`src/rtl/clb_switch_box_cfg_pkg.sv`:
```
// sb_pkg: side indices, select codes, FSM encoding and config sizing for the switch box
package sb_pkg;
  localparam int SIDE_N = 0;
  localparam int SIDE_E = 1;
  localparam int SIDE_S = 2;
  localparam int SIDE_W = 3;
  localparam logic [1:0] SEL_OPEN = 2'd0;
  localparam logic [1:0] SEL_LEFT = 2'd1;
  localparam logic [1:0] SEL_STRAIGHT = 2'd2;
  localparam logic [1:0] SEL_RIGHT = 2'd3;
  typedef logic [1:0] state_t;
  localparam state_t ST_EMPTY = 2'd0;
  localparam state_t ST_LOADING = 2'd1;
  localparam state_t ST_FULL = 2'd2;
  function automatic int sb_conf_width(input int ws, input int wd, input int wq);
    return (ws + wd / 2 + wq / 4) * 8;
  endfunction
endpackage

```
`src/rtl/sb_track_mux.sv`:
```
// sb_track_mux: one switched track; each side picks one of the other sides' inputs or stays open
module sb_track_mux import sb_pkg::*; (
  input  logic       in_n,
  input  logic       in_e,
  input  logic       in_s,
  input  logic       in_w,
  input  logic [7:0] cfg,
  output logic       out_n,
  output logic       out_e,
  output logic       out_s,
  output logic       out_w
);
  logic [3:0] i, o;
  assign i[SIDE_N] = in_n;
  assign i[SIDE_E] = in_e;
  assign i[SIDE_S] = in_s;
  assign i[SIDE_W] = in_w;
  // a 2-bit sum wraps naturally, giving side (s+k) mod 4
  for (genvar s = 0; s < 4; s++) begin : g_side
    logic [1:0] k;
    assign k = cfg[s*2 +: 2];
    assign o[s] = (k == SEL_OPEN) ? 1'b0 : i[2'(s) + k];
  end
  assign out_n = o[SIDE_N];
  assign out_e = o[SIDE_E];
  assign out_s = o[SIDE_S];
  assign out_w = o[SIDE_W];
endmodule

```
`src/rtl/clb_switch_box_cfg.sv`:
```
// clb_switch_box_cfg: single/double/quad switch box with a serial shadow/active config chain
module clb_switch_box_cfg import sb_pkg::*; #(
  parameter int WS = 8,
  parameter int WD = 8,
  parameter int WQ = 8,
  parameter int REG_OUT = 0,
  parameter int CONF_WIDTH = sb_conf_width(WS, WD, WQ)
) (
  input  logic          clk,
  input  logic          rst,
  input  logic          cfg_en,
  input  logic          cfg_in,
  output logic          cfg_out,
  input  logic          cfg_commit,
  output logic          cfg_full,
  output logic          cfg_active,
  output logic          cfg_err,
  input  logic [WS-1:0] north_single_in,
  input  logic [WS-1:0] east_single_in,
  input  logic [WS-1:0] south_single_in,
  input  logic [WS-1:0] west_single_in,
  output logic [WS-1:0] north_single_out,
  output logic [WS-1:0] east_single_out,
  output logic [WS-1:0] south_single_out,
  output logic [WS-1:0] west_single_out,
  input  logic [WD-1:0] north_double_in,
  input  logic [WD-1:0] east_double_in,
  input  logic [WD-1:0] south_double_in,
  input  logic [WD-1:0] west_double_in,
  output logic [WD-1:0] north_double_out,
  output logic [WD-1:0] east_double_out,
  output logic [WD-1:0] south_double_out,
  output logic [WD-1:0] west_double_out,
  input  logic [WQ-1:0] north_quad_in,
  input  logic [WQ-1:0] east_quad_in,
  input  logic [WQ-1:0] south_quad_in,
  input  logic [WQ-1:0] west_quad_in,
  output logic [WQ-1:0] north_quad_out,
  output logic [WQ-1:0] east_quad_out,
  output logic [WQ-1:0] south_quad_out,
  output logic [WQ-1:0] west_quad_out
);
  localparam int TW = WS + WD + WQ;
  localparam int CNTW = $clog2(CONF_WIDTH + 1);
  logic [CONF_WIDTH-1:0] shadow, active;
  logic [CNTW-1:0] cnt;
  state_t state;
  logic commit_ok;
  logic [TW-1:0] n_i, e_i, s_i, w_i, n_o, e_o, s_o, w_o, n_r, e_r, s_r, w_r;
  assign commit_ok = cfg_commit && !cfg_en && state == ST_FULL;
  assign cfg_out = shadow[0];
  assign cfg_full = state == ST_FULL;
  always_ff @(posedge clk) begin
    if (rst) begin
      shadow <= '0;
      active <= '0;
      cnt <= '0;
      state <= ST_EMPTY;
      cfg_active <= 1'b0;
      cfg_err <= 1'b0;
    end else begin
      cfg_err <= cfg_commit && !commit_ok;
      if (commit_ok) begin
        active <= shadow;
        cfg_active <= 1'b1;
      end
      if (cfg_en) begin
        shadow <= {cfg_in, shadow[CONF_WIDTH-1:1]};
        if (cnt != CNTW'(CONF_WIDTH)) cnt <= cnt + 1'b1;
        state <= (int'(cnt) + 1 >= CONF_WIDTH) ? ST_FULL : ST_LOADING;
      end
    end
  end
  assign n_i = {north_quad_in, north_double_in, north_single_in};
  assign e_i = {east_quad_in, east_double_in, east_single_in};
  assign s_i = {south_quad_in, south_double_in, south_single_in};
  assign w_i = {west_quad_in, west_double_in, west_single_in};
  // l walks single/double/quad; each packed at offset O in the per-side vectors
  for (genvar l = 0; l < 3; l++) begin : g_len
    localparam int W = l == 0 ? WS : l == 1 ? WD : WQ;
    localparam int L = l == 0 ? 1 : l == 1 ? 2 : 4;
    localparam int G = W / L;
    localparam int O = l == 0 ? 0 : l == 1 ? WS : WS + WD;
    localparam int B = l == 0 ? 0 : l == 1 ? WS * 8 : (WS + WD / 2) * 8;
    localparam int H = (L - 1) * G;
    for (genvar t = 0; t < G; t++) begin : g_sw
      sb_track_mux u_mux (
        .in_n(n_i[O+t]), .in_e(e_i[O+H+t]), .in_s(s_i[O+H+t]), .in_w(w_i[O+t]),
        .cfg(active[B+t*8 +: 8]),
        .out_n(n_o[O+t]), .out_e(e_o[O+H+t]), .out_s(s_o[O+H+t]), .out_w(w_o[O+t])
      );
    end
    for (genvar g = 1; g < L; g++) begin : g_dir
      assign n_o[O+g*G +: G] = s_i[O+(g-1)*G +: G];
      assign w_o[O+g*G +: G] = e_i[O+(g-1)*G +: G];
      assign s_o[O+(g-1)*G +: G] = n_i[O+g*G +: G];
      assign e_o[O+(g-1)*G +: G] = w_i[O+g*G +: G];
    end
  end
  if (REG_OUT != 0) begin : g_reg
    always_ff @(posedge clk) begin
      if (rst) {n_r, e_r, s_r, w_r} <= '0;
      else {n_r, e_r, s_r, w_r} <= {n_o, e_o, s_o, w_o};
    end
  end else begin : g_comb
    assign {n_r, e_r, s_r, w_r} = {n_o, e_o, s_o, w_o};
  end
  assign north_single_out = n_r[0 +: WS];
  assign east_single_out = e_r[0 +: WS];
  assign south_single_out = s_r[0 +: WS];
  assign west_single_out = w_r[0 +: WS];
  assign north_double_out = n_r[WS +: WD];
  assign east_double_out = e_r[WS +: WD];
  assign south_double_out = s_r[WS +: WD];
  assign west_double_out = w_r[WS +: WD];
  assign north_quad_out = n_r[WS+WD +: WQ];
  assign east_quad_out = e_r[WS+WD +: WQ];
  assign south_quad_out = s_r[WS+WD +: WQ];
  assign west_quad_out = w_r[WS+WD +: WQ];
endmodule
```
`config.mk`:
```
export PLATFORM = sky130hd
export DESIGN_NAME = clb_switch_box_cfg
export DESIGN_NICKNAME = d
export VERILOG_FILES = /design/src/rtl/clb_switch_box_cfg_pkg.sv /design/src/rtl/sb_track_mux.sv /design/src/rtl/clb_switch_box_cfg.sv
export SDC_FILE = /design/constraint.sdc
export NUM_CORES = 1
export LEC_CHECK = 0
export BUFFER_PORTS_ARGS = -buffer_cell sky130_fd_sc_hd__buf_2
export CAP_MARGIN = 20
export CORE_MARGIN = 4
export CORE_UTILIZATION = 55
export DETAILED_ROUTE_END_ITERATION = 12
export GPL_TIMING_DRIVEN = 0
export PLACE_DENSITY = 0.88
export SYNTH_ARGS = -nofsm -noshare
export SYNTH_HDL_FRONTEND = slang
export SYNTH_SLANG_ARGS = --single-unit
```
`constraint.sdc`:
```
create_clock -name clk -period 1.9 [get_ports clk]
set_input_delay 0.38 -clock clk [delete_from_list [all_inputs] [get_ports clk]]
set_output_delay 0.38 -clock clk [all_outputs]
set_load 0.02 [all_outputs]
```
==> key figures, run 1 <==
Pwr
  • Power per cell area: 725 nW/um2
  • P_leak: 5.92 nW
  • NetSw: 2.33 mW
  • Max rail drop VDD: 0.669 mV
  • Sw Ratio: 22.1%
  • Clk network pwr share: 46.8%
  • Comb power frac: 6.4%
  • P_int: 8.20 mW
  • Share of power burned in registers: 46.8%

Placement
  • Port bufs: 158
  • DP HPWL: 18200 um
  • RD Place Congestion: 0.886
  • Post-Place Cells: 1680

Global route
  • Vias in the first global route: 9895
  • GRT overflow: 0
  • Initial antenna violation count: 0
  • Largest net degree at the start of global routing: 15
  • First-pass GRT wire length: 48900 um
  • Gr usage total: 26.6%

Routing
  • Wirelength per Cell: 18.0 um
  • Final WL: 31400 um
  • DRT iter0 DRCs: 681
  • Router iterations before antenna repair: 8
  • Antenna viol nets, final: 0
  • Via density per instance: 5.55
  • Via count: 9696
  • DRC violations left: 0

STA
  • Skew final: 0.0191 ns
  • Final setup fails: 28
  • Final-report hold violation count: 0
  • Actual slew at the worst max-slew pin: 0.711 ns
  • Slew Limit Headroom: 52.6%
  • Crit share post-route: 114%
  • Crit path time final: 2.16 ns
  • Max Clk Rate: 462 MHz
  • Hold slack: 0.161 ns
  • RSZ-0062 raised after global routing: true
  • Worst Slack Setup Final: -0.264 ns
  • Final Slew Violations: 0

Synth
  • Asr flop ratio synth: 0%
  • Syn Std Cell Area: 11000 um2
  • EDFF count, synth: 0
  • Sequential share of the synthesized area: 42.7%
  • Yosys warns: 0
  • Syn_nets: 1388
  • Distinct cells, synth: 34
  • Syn_area_per_cell: 8.77 um2
  • Synthesized instance count: 1257
  • Flops & latches, synth: 235
  • Synth Flop Type: dfxtp_1

Die
  • # IOs: 201
  • Die Wd: 150 um
  • Initial Util: 56.2%
  • Die Ht: 150 um
  • Row Count: 51
  • Core region area: 19600 um2
  • Die area: 22400 um2

Critical path
  • CP Cell Sequence: inv_2 -> ha_4 -> mux4_2 -> nor2b_4 -> buf_6
  • Critical path's largest stage delay: 0.36 ns
  • Critical path's slowest cell: dfxtp_4
  • Critical Path Start Type: flop
  • Critical path data arrival time: 1.78 ns
  • WP data required: 1.52 ns
  • Setup crit end kind: primary output
  • Crit path max fanout: 3
  • Critical path type: reg2out

Clock network
  • Hold_buf cts: 0
  • Worst-skew pair later-pin latency: 0.51 ns
  • Clock buffer depth: 3
  • Clock Sink Count: 235
  • Reg clk slew, reported paths: 0.06 ns
  • CTS tree: built
  • CTS Buf Count: 24
  • Clock root buffer: clkbuf_16
  • H-tree levels: 1

Final layout
  • Ant diodes: 0
  • Fraction of layout cells with a size suffix above 1: 42.7%
  • Syn-to-layout area delta: 31.7%
  • Area of the multi-input gates: 5820 um2
  • Fin nets: 1596
  • Final Non-Filler Cells: 1747
  • Filler Cell Count: 1181
  • Register area: 4840 um2

Status
  • Failing checks: negative setup slack
  • Status: finished, violations left

Job
  • Max-Cap Viols: 0

Min path
  • Hold WC Path Type: in2reg
==> worst max-delay path: cells and delay by family (launching register included) <==
| family | cells | cell delay [ns] |
|---|---|---|
| buffers and inverters | 2 | 0.17 |
| AND/OR/NAND/NOR | 1 | 0.16 |
| multiplexers | 1 | 0.32 |
| adder cells (fa/ha/maj) | 1 | 0.26 |
| flip-flops | 1 | 0.36 |
==> kinds of logic after synthesis <==
family,count (synthesis),synth area share [%]
simple gates,448,16.3
compound gates,149,6.97
flops,235,42.7
fa+ha+maj,30,3.41
mux,169,18.8
xor+xnor,4,0.318
buf+inv,222,11.4
==> what timing repair did <==
item,4_1_cts,5_1_grt
resized for setup,407,52
endpoints found under the setup margin,56,49
buffers inserted,64,16
pin swaps,32,23
==> per-layer routing <==
| layer | part of all wire (%) | GRT usage, % |
|---|---|---|
| met3 | 7.6 | 4.15 |
| met5 | 0 | 0 |
| met4 | 4.0 | 11.6 |
| met1 | 39 | 32.5 |
| met2 | 50 | 46.6 |
==> cell usage in the layout (no fill, tap or decap), types with 4 or more instances in the layout <==
master | Yosys | layout
ha_4 | 0 | 28
nand2_2 | 1 | 19
clkbuf_1 | 25 | 31
a21oi_1 | 115 | 115
nor2_1 | 119 | 119
o21ai_1 | 0 | 13
mux4_2 | 28 | 28
clkinv_2 | 0 | 4
clkbuf_16 | 0 | 25
dfxtp_1 | 235 | 151
buf_1 | 5 | 5
inv_1 | 61 | 10
mux2i_1 | 113 | 113
nand2_1 | 284 | 266
nor2b_4 | 0 | 28
inv_2 | 0 | 48
buf_2 | 27 | 129
clkbuf_8 | 0 | 4
o21ai_2 | 0 | 15
buf_6 | 1 | 84
dfxtp_2 | 0 | 70
mux2_4 | 0 | 28
buf_4 | 103 | 100
dfxtp_4 | 0 | 14
==> flip-flops by register name, summed over array words and instances (netlist names) <==
register and count:
active 112, cfg_active 1, cfg_err 1, cnt 7, shadow 112, state 2
==> cells in the mapped netlist (2+ instances only) <==
cell type	number	share of area (%)
inv_1	61	2.1
or3_1	3	0.17
nand4_1	2	0.11
mux2i_1	113	10
clkbuf_1	25	0.85
nor3_1	2	0.091
nor2_1	119	4.1
nand2_1	284	9.7
mux4_2	28	5.7
buf_1	5	0.17
mux2_2	28	2.9
o21ai_0	30	1.4
a21oi_1	115	5.2
buf_2	27	1.2
nand3_1	2	0.091
buf_4	103	7.0
ha_1	30	3.4
dfxtp_1	235	43
xnor2_1	3	0.24
nor2b_1	28	1.6
==> through the flow <==
stage / TNS (ns) / area (um2) / worst slack, ns / utilization (%) / total power [mW]
after CTS: -5.24 / 14400 / -0.224 / 73.5 / 10.5
after global routing: -6.50 / 14500 / -0.278 / 74.1 / 10.7
final: -5.46 / 14500 / -0.264 / 74.1 / 10.5
after global placement: 0 / 12100 / 0.0517 / 62.0 / 5.65
after floorplan: 0 / 11000 / 0.306 / - / 5.45
after detailed placement: 0 / 12100 / 0.0478 / 62.0 / 5.67
==> cell type report <==
cell class | instances | share of cell area (%)
Multi-Input combinational cell | 800 | 40.1
Sequential cell | 235 | 33.4
Timing Repair Buffer | 238 | 12.7
Clock buffer | 35 | 4.85
Buffer | 105 | 4.22
Tap cell | 265 | 2.28
Inverter | 61 | 1.63
Clock inverter | 8 | 0.836
==> power by group through the flow <==
stage               sequential [mW]  clock (mW)  combinational [mW]
finish                         4.92        4.93               0.674
global route                   4.92        5.12               0.707
global placement               5.06           0               0.594
CTS                            4.94        4.88               0.653
detailed placement             5.06           0               0.612
floorplan                      5.05           0               0.391
==> worst paths after layout <==
check	startpoint	end	slack [ns]	cells past startpoint
setup / recovery	active[86]	west_double_out[2]	-0.26	5
hold / removal	cfg_commit	cfg_err	0.16	2
setup reg to reg	state[1]	active[102]	0.07	6
hold reg to reg	active[75]	active[75]	0.45	2
Power figures use the tool's default switching activity.
==> run 2: changes to the inputs <==
Settings changed: BUFFER_PORTS_ARGS -buffer_cell sky130_fd_sc_hd__buf_2 to default, DONT_BUFFER_PORTS from default to 1, HOLD_SLACK_MARGIN from default to 0.12, PLACE_DENSITY 0.88 to 0.79.
==> run 2 against run 1 <==
  * The flow still finishes with violations (negative setup slack)
  * Non-clock buffer count fell by 126
  * Die area unchanged
  * Final cell count down 7.2%
==> key figures, run 2 (synthesis gave the netlist of run 1 again) <==
Status
  • Status: finished, violations left
  • Failing checks: negative setup slack

Clock network
  • H-tree levels: 1 (unchanged)
  • CTS Buf Count: 24 (unchanged)
  • Reg clk slew, reported paths: 0.06 ns (about the same)
  • CTS tree: built
  • Worst-skew pair later-pin latency: 0.51 ns (about the same)
  • Clock buffer depth: 3 (unchanged)
  • Clock root buffer: clkbuf_16
  • Clock Sink Count: 235 (unchanged)

STA
  • Final-report hold violation count: 0 (unchanged)
  • Final Slew Violations: 0 (unchanged)
  • Slew Limit Headroom: 56.4% (+3.8 points)
  • RSZ-0062 raised after global routing: true
  • Actual slew at the worst max-slew pin: 0.654 ns (-0.0571 ns)
  • Max Clk Rate: 472 MHz (+2.1%)
  • Crit path time final: 2.12 ns (-0.0446 ns)
  • Final setup fails: 28 (unchanged)
  • Skew final: 0.0141 ns (-0.00507 ns)
  • Crit share post-route: 112% (-2.3 points)
  • Worst Slack Setup Final: -0.220 ns (+0.0446 ns)

Critical path
  • Critical path's largest stage delay: 0.37 ns (about the same)
  • R2R setup slack: 0.12 ns (+0.05 ns)
  • R2r worst-path depth: 6 (unchanged)
  • CP Cell Sequence: inv_2 -> ha_4 -> mux4_2 -> nor2b_1 -> buf_4
  • Critical path data arrival time: 1.74 ns (-0.04 ns)
  • Critical Path Start Type: flop
  • Critical path type: reg2out
  • Critical path's slowest cell: dfxtp_4
  • CP Depth: 5 (unchanged)
  • WP data required: 1.52 ns (about the same)
  • CP Buf/Inv Count: 2 (unchanged)
  • Critical path's top delay family: flip-flops
  • Crit path max fanout: 3 (unchanged)
  • Setup crit end kind: primary output

Job
  • Max-Cap Viols: 0 (unchanged)

Pwr
  • Max rail drop VDD: 0.611 mV (-8.7%)
  • NetSw: 2.23 mW (-4.3%)
  • Sw Ratio: 21.9% (-0.24 points)
  • Power per cell area: 756 nW/um2 (+4.2%)
  • Share of power burned in registers: 48.4% (+1.6 points)
  • Comb power frac: 5.0% (-1.4 points)
  • P_leak: 5.21 nW (-12%)
  • P_int: 7.96 mW (-2.9%)
  • Clk network pwr share: 46.6% (-0.2 points)

Routing
  • DRC violations left: 0 (unchanged)
  • Via density per instance: 5.38 (-3.1%)
  • DRT iter0 DRCs: 437 (-36%)
  • Antenna viol nets, final: 0 (unchanged)
  • Wirelength per Cell: 16.9 um (-5.7%)
  • Final WL: 27400 um (-13%)
  • Via count: 8722 (-10%)
  • Router iterations before antenna repair: 5 (-3)

Placement
  • DP HPWL: 18400 um (+0.80%)
  • Placed Area: 11400 um2 (-6.5%)
  • Dpl ws: -0.00807 ns (-0.0559 ns)
  • Port bufs: 0 (-100%)
  • RD Place Congestion: 0.851 (-4.0%)

Final layout
  • Commonest cells after routing, fill and taps aside: nand2_1 (283), dfxtp_1 (152), nor2_1 (119), a21oi_1 (115), mux2i_1 (113)
  • Fin area: 13500 um2 (-7.2%)
  • Ant diodes: 0 (unchanged)
  • Fraction of layout cells with a size suffix above 1: 34.4% (-8.3 points)
  • Commonest non-fill, non-tap cell in the layout: nand2_1
  • Fin nets: 1470 (-7.9%)
  • Syn-to-layout area delta: 22.3%
  • Largest regs: active (112), shadow (112), cnt (7)

Die
  • Initial Util: 56.2% (unchanged)
  • # IOs: 201 (unchanged)
  • Die Ht: 150 um (unchanged)
  • Row Count: 51 (unchanged)
  • Die area: 22400 um2 (unchanged)
  • Core region area: 19600 um2 (unchanged)
  • Die Wd: 150 um (unchanged)

Global route
  • First-pass GRT wire length: 42000 um (-14%)
  • Vias in the first global route: 8476 (-14%)
  • Gr usage total: 23.1% (-3.6 points)
  • GRT overflow: 0 (unchanged)
  • Largest net degree at the start of global routing: 15 (unchanged)
  • Initial antenna violation count: 0 (unchanged)

Min path
  • Hold WC Path Type: in2reg
  • Worst hold stages: 4 (+2)
[run 2: per-stage QoR]
step	utilization [%]	instances	hold WS, ns	TNS [ns]	total power [mW]
after CTS	66.9	1603	0.344	-5.68	10.2
after floorplan	-	1257	0.436	0	5.45
after global placement	57.9	1522	0.445	0	5.53
after global routing	68.8	1621	0.398	-6.71	10.5
after detailed placement	57.9	1522	0.447	-0.0157	5.54
final	68.8	1621	0.336	-5.30	10.2
[run 2: tightest hold or removal path, stage by stage]
cell      delay (ns)
clkbuf_1        0.14
nand3_1         0.08
or3_1           0.12
a31oi_1         0.08
[run 2: metal layers]
| layer | wire length (um) | GRT usage, % | share of wire (%) |
|---|---|---|---|
| met1 | 11100 | 29.0 | 40 |
| met2 | 13700 | 40.5 | 50 |
| met3 | 1970 | 4.45 | 7.2 |
| met4 | 636 | 6.36 | 2.3 |
| met5 | 0 | 0 | 0 |
[run 2: layout make-up]
cell class,count,area (um2)
clock inverter,7,68.8
tap,265,332
sequential,235,4840
buffer,161,1120
clock buffer,36,737
multi-input combinational,800,5620
inverter,61,231
fill,1472,6120
timing repair buffer,56,523
[run 2: worst paths after layout]
kind,start,end
worst max-delay path,active[110],west_quad_out[1]
worst min-delay path,cfg_en,state[1]
worst max register to register,state[1],active[84]
worst min register to register,active[79],active[79]
[run 2: repair_timing]
action,in CTS,in global routing
buffers inserted,36,18
hold buffers,2,0
setup endpoints to repair,49,55
pin swaps,28,21
endpoints found under the hold margin,2,0
resized for setup,203,90
[run 2: power by group through the flow]
stage / Sequential (mW) / Combinational (mW) / Clock [mW]
3_3_place_gp: 5.06 / 0.473 / 0
3_5_place_dp: 5.06 / 0.480 / 0
2_1_floorplan: 5.05 / 0.391 / 0
5_1_grt: 4.93 / 0.530 / 5.00
4_1_cts: 4.94 / 0.493 / 4.77
6_report: 4.93 / 0.507 / 4.75
==> run 3: changes to the inputs <==
Settings changed: SYNTH_HIERARCHICAL from default to 1.
==> run 3 against run 2 <==
  * The flow still finishes with violations (negative setup slack)
  * Clock-buffer cell count decreased by 5
  * Routed wire length decreased by 17%
  * Critical path depth decreased by 1
  * Largest cell class unchanged
==> key figures, run 3 <==
STA
  • Actual slew at the worst max-slew pin: 0.828 ns (+0.175 ns)
  • Worst Slack Setup Final: -0.108 ns (+0.112 ns)
  • Final setup TNS: -2.09 ns (+3.21 ns)
  • Max Clk Rate: 498 MHz (+5.6%)
  • Final setup fails: 28 (unchanged)
  • Crit path time final: 2.01 ns (-0.112 ns)
  • Final Slew Violations: 0 (unchanged)
  • Crit share post-route: 106% (-5.9 points)
  • Skew final: 0.00439 ns (-0.00967 ns)
  • Hold slack: 0.305 ns (-0.0313 ns)
  • Final-report hold violation count: 0 (unchanged)
  • RSZ-0062 raised after global routing: true
  • Slew Limit Headroom: 44.8% (-12 points)

Global route
  • Global route hottest layer: met2
  • Initial antenna violation count: 0 (unchanged)
  • GR Layer Usage met3: 4.05% (-0.40 points)
  • Largest net degree at the start of global routing: 16 (+1)
  • Grt met1 use: 26.1% (-2.9 points)
  • GR Layer Usage met2: 34.6% (-5.9 points)
  • First-pass GRT wire length: 37600 um (-11%)
  • GRT overflow: 0 (unchanged)
  • Vias in the first global route: 7890 (-6.9%)
  • Gr usage total: 20.0% (-3.0 points)

Critical path
  • R2R setup slack: 0.15 ns (+0.03 ns)
  • Critical path data arrival time: 1.63 ns (-0.11 ns)
  • WP data required: 1.52 ns (about the same)
  • Worst r2r dst: cnt[0]
  • Crit path max fanout: 3 (unchanged)
  • Crit Reg-Reg Startpoint: cnt[0]
  • Setup crit end kind: primary output
  • Critical Path Start Type: flop
  • Critical path type: reg2out
  • R2r worst-path depth: 5 (-1)

Clock network
  • Clock Sink Count: 235 (unchanged)
  • Clock root buffer: clkbuf_16
  • H-tree levels: 1 (unchanged)
  • Worst-skew pair later-pin latency: 0.50 ns (about the same)
  • CTS tree: built
  • Clock buffer depth: 3 (unchanged)
  • CTS Buf Count: 24 (unchanged)
  • Reg clk slew, reported paths: 0.06 ns (about the same)

Die
  • Die Ht: 148 um (-0.82%)
  • Core region area: 19400 um2 (-0.98%)
  • Initial Util: 55.8% (-0.42 points)
  • Die Wd: 148 um (-0.82%)
  • # IOs: 201 (unchanged)
  • Row Count: 51 (unchanged)
  • Die area: 22000 um2 (-1.6%)

Synth
  • Asr flop ratio synth: 0% (unchanged)
  • Distinct cells, synth: 28 (-18%)
  • Adder-Cell Fraction of Synth Area: 3.47% (+0.059 points)
  • Mux cell area share after synthesis: 21.5% (+2.7 points)
  • Simple logic cell fraction of the synthesized area: 17.5% (+1.2 points)
  • Main combinational cell family by area after synthesis: multiplexers
  • Cell with the most instances after synthesis: nand2_1
  • Commonest cells post-synth: nand2_1 (259), dfxtp_1 (235), mux2i_1 (169)
  • Flops & latches, synth: 235 (unchanged)
  • Sequential share of the synthesized area: 43.4% (+0.74 points)
  • Synthesized instance count: 1180 (-6.1%)
  • Synth Area in Compound Gates: 5.97% (-1.0 points)
  • Synth Flop Type: dfxtp_1
  • Post-synthesis xor/xnor area fraction: 0.162% (-0.16 points)
  • Synth area leaders: dfxtp_1 (43%), mux2i_1 (16%), nand2_1 (9.0%)
  • Syn_nets: 1311 (-5.5%)
  • Cell taking the most area after synthesis: dfxtp_1
  • EDFF count, synth: 0 (unchanged)
  • Syn Std Cell Area: 10800 um2 (-1.7%)
  • Post-synth top area share: 43.4% (+0.74 points)
  • Syn_area_per_cell: 9.18 um2 (+4.7%)
  • Yosys warns: 6 (+6)

Min path
  • Hold WC Path Type: in2reg
  • Worst Hold Path EP: cnt[1]
  • Worst Hold Launch: cfg_en
  • Worst hold stages: 4 (unchanged)

Final layout
  • Filler Cell Count: 1525 (+3.6%)
  • Area of the multi-input gates: 5630 um2 (+0.11%)
  • Fin nets: 1377 (-6.3%)
  • Commonest cells after routing, fill and taps aside: nand2_1 (259), dfxtp_1 (180), mux2i_1 (168), nor2_1 (121), a21oi_1 (115)
  • Syn-to-layout area delta: 19.1%
  • Commonest non-fill, non-tap cell in the layout: nand2_1
  • Fraction of layout cells with a size suffix above 1: 27.2% (-7.2 points)
  • Util after Layout: 66.5% (-2.3 points)
  • Largest regs: active (112), shadow (112), cnt (7)
  • Register area: 4790 um2 (-0.98%)
  • Ant diodes: 0 (unchanged)

Routing
  • Wirelength per Cell: 14.9 um (-12%)
  • Router iterations before antenna repair: 4 (-1)
  • DRC violations left: 0 (unchanged)
  • Final WL: 22800 um (-17%)
  • DRT iter0 DRCs: 342 (-22%)
  • Via density per instance: 5.24 (-2.7%)
  • Via count: 8001 (-8.3%)
  • Antenna viol nets, final: 0 (unchanged)

Pwr
  • Power per cell area: 821 nW/um2 (+8.7%)
  • PnR Total Power: 10.6 mW (+4.1%)
  • Max rail drop VDD: 0.576 mV (-5.7%)
  • P_leak: 4.79 nW (-8.0%)

Placement
  • Port bufs: 0 (unchanged)
  • DP HPWL: 15400 um (-16%)
  • RD Place Congestion: 0.788 (-7.4%)
  • Dpl ws: -0.245 ns (-0.237 ns)

Status
  • Status: finished, violations left
  • Failing checks: negative setup slack

Job
  • Max-Cap Viols: 0 (unchanged)
==> run 3: cell count changes in the layout (fill, tap and decap cells not counted), moves of 8 or more <==
cell,before,now
o21ai_1,15,0
mux2i_1,113,168
mux2_4,8,0
mux2_2,20,1
buf_4,107,60
nand2_1,283,259
dfxtp_1,152,180
buf_6,51,26
dfxtp_2,71,48
==> run 3: per-layer routing <==
metal / vias to the layer above / wire length, um
met5: - / 0
met1: 3786 / 9820
li1: 3996 / -
met4: 0 / 421
met3: 38 / 1290
met2: 181 / 11300
==> run 3: worst max path at each step <==
stage                                     to  depth (start not counted)  slack (ns)        from
after floorplan                       cnt[0]                          5        0.35      cnt[0]
after global placement            active[31]                          4       -0.25         rst
after detailed placement          active[64]                          4       -0.24         rst
after CTS                 east_single_out[5]                          4       -0.12  active[42]
after global routing      east_double_out[7]                          4       -0.15  active[90]
final                     east_single_out[5]                          4       -0.11  active[42]
==> run 3: worst max-delay path, cell delays in order, from the launching register on <==
cell and delay [ns]:
dfxtp_2 0.35, inv_2 0.05, ha_4 0.25, mux4_2 0.30
nor2b_4 0.17
==> run 3: cell type report <==
| cell class | count | area share (%) |
|---|---|---|
| Buffer | 107 | 4.80 |
| Clock buffer | 31 | 5.41 |
| Clock inverter | 12 | 1.50 |
| Inverter | 63 | 1.85 |
| Multi-Input combinational cell | 775 | 43.6 |
| Sequential cell | 235 | 37.1 |
| Tap cell | 265 | 2.57 |
| Timing Repair Buffer | 40 | 3.12 |
==> run 3: cells by family (layout without fill, tap and decap cells) <==
family | count (synthesis) | count (layout)
compound gates | 125 | 125
xor+xnor | 2 | 2
fa+ha+maj | 30 | 30
buf+inv | 170 | 253
flops | 235 | 235
mux | 198 | 198
simple gates | 420 | 420
==> run 3: stage by stage <==
step | instances | area (um2)
2_1_floorplan | 1180 | 10800
3_3_place_gp | 1445 | 11200
3_5_place_dp | 1445 | 11200
4_1_cts | 1521 | 12800
5_1_grt | 1528 | 12900
6_report | 1528 | 12900
==> run 3: repair_timing <==
action	CTS	global route
resized for setup	140	26
endpoints found under the setup margin	28	32
endpoints found under the hold margin	2	0
pin swaps	28	18
hold buffers	2	0
setup buffers	31	7
==> run 3: report_power, final <==
| part | internal, mW | switching (mW) | total [mW] |
|---|---|---|---|
| sequential | 4.92 | 0.0133 | 4.94 |
| combinational | 0.210 | 0.256 | 0.466 |
| clock | 3.27 | 1.92 | 5.19 |
| total | 8.41 | 2.19 | 10.6 |
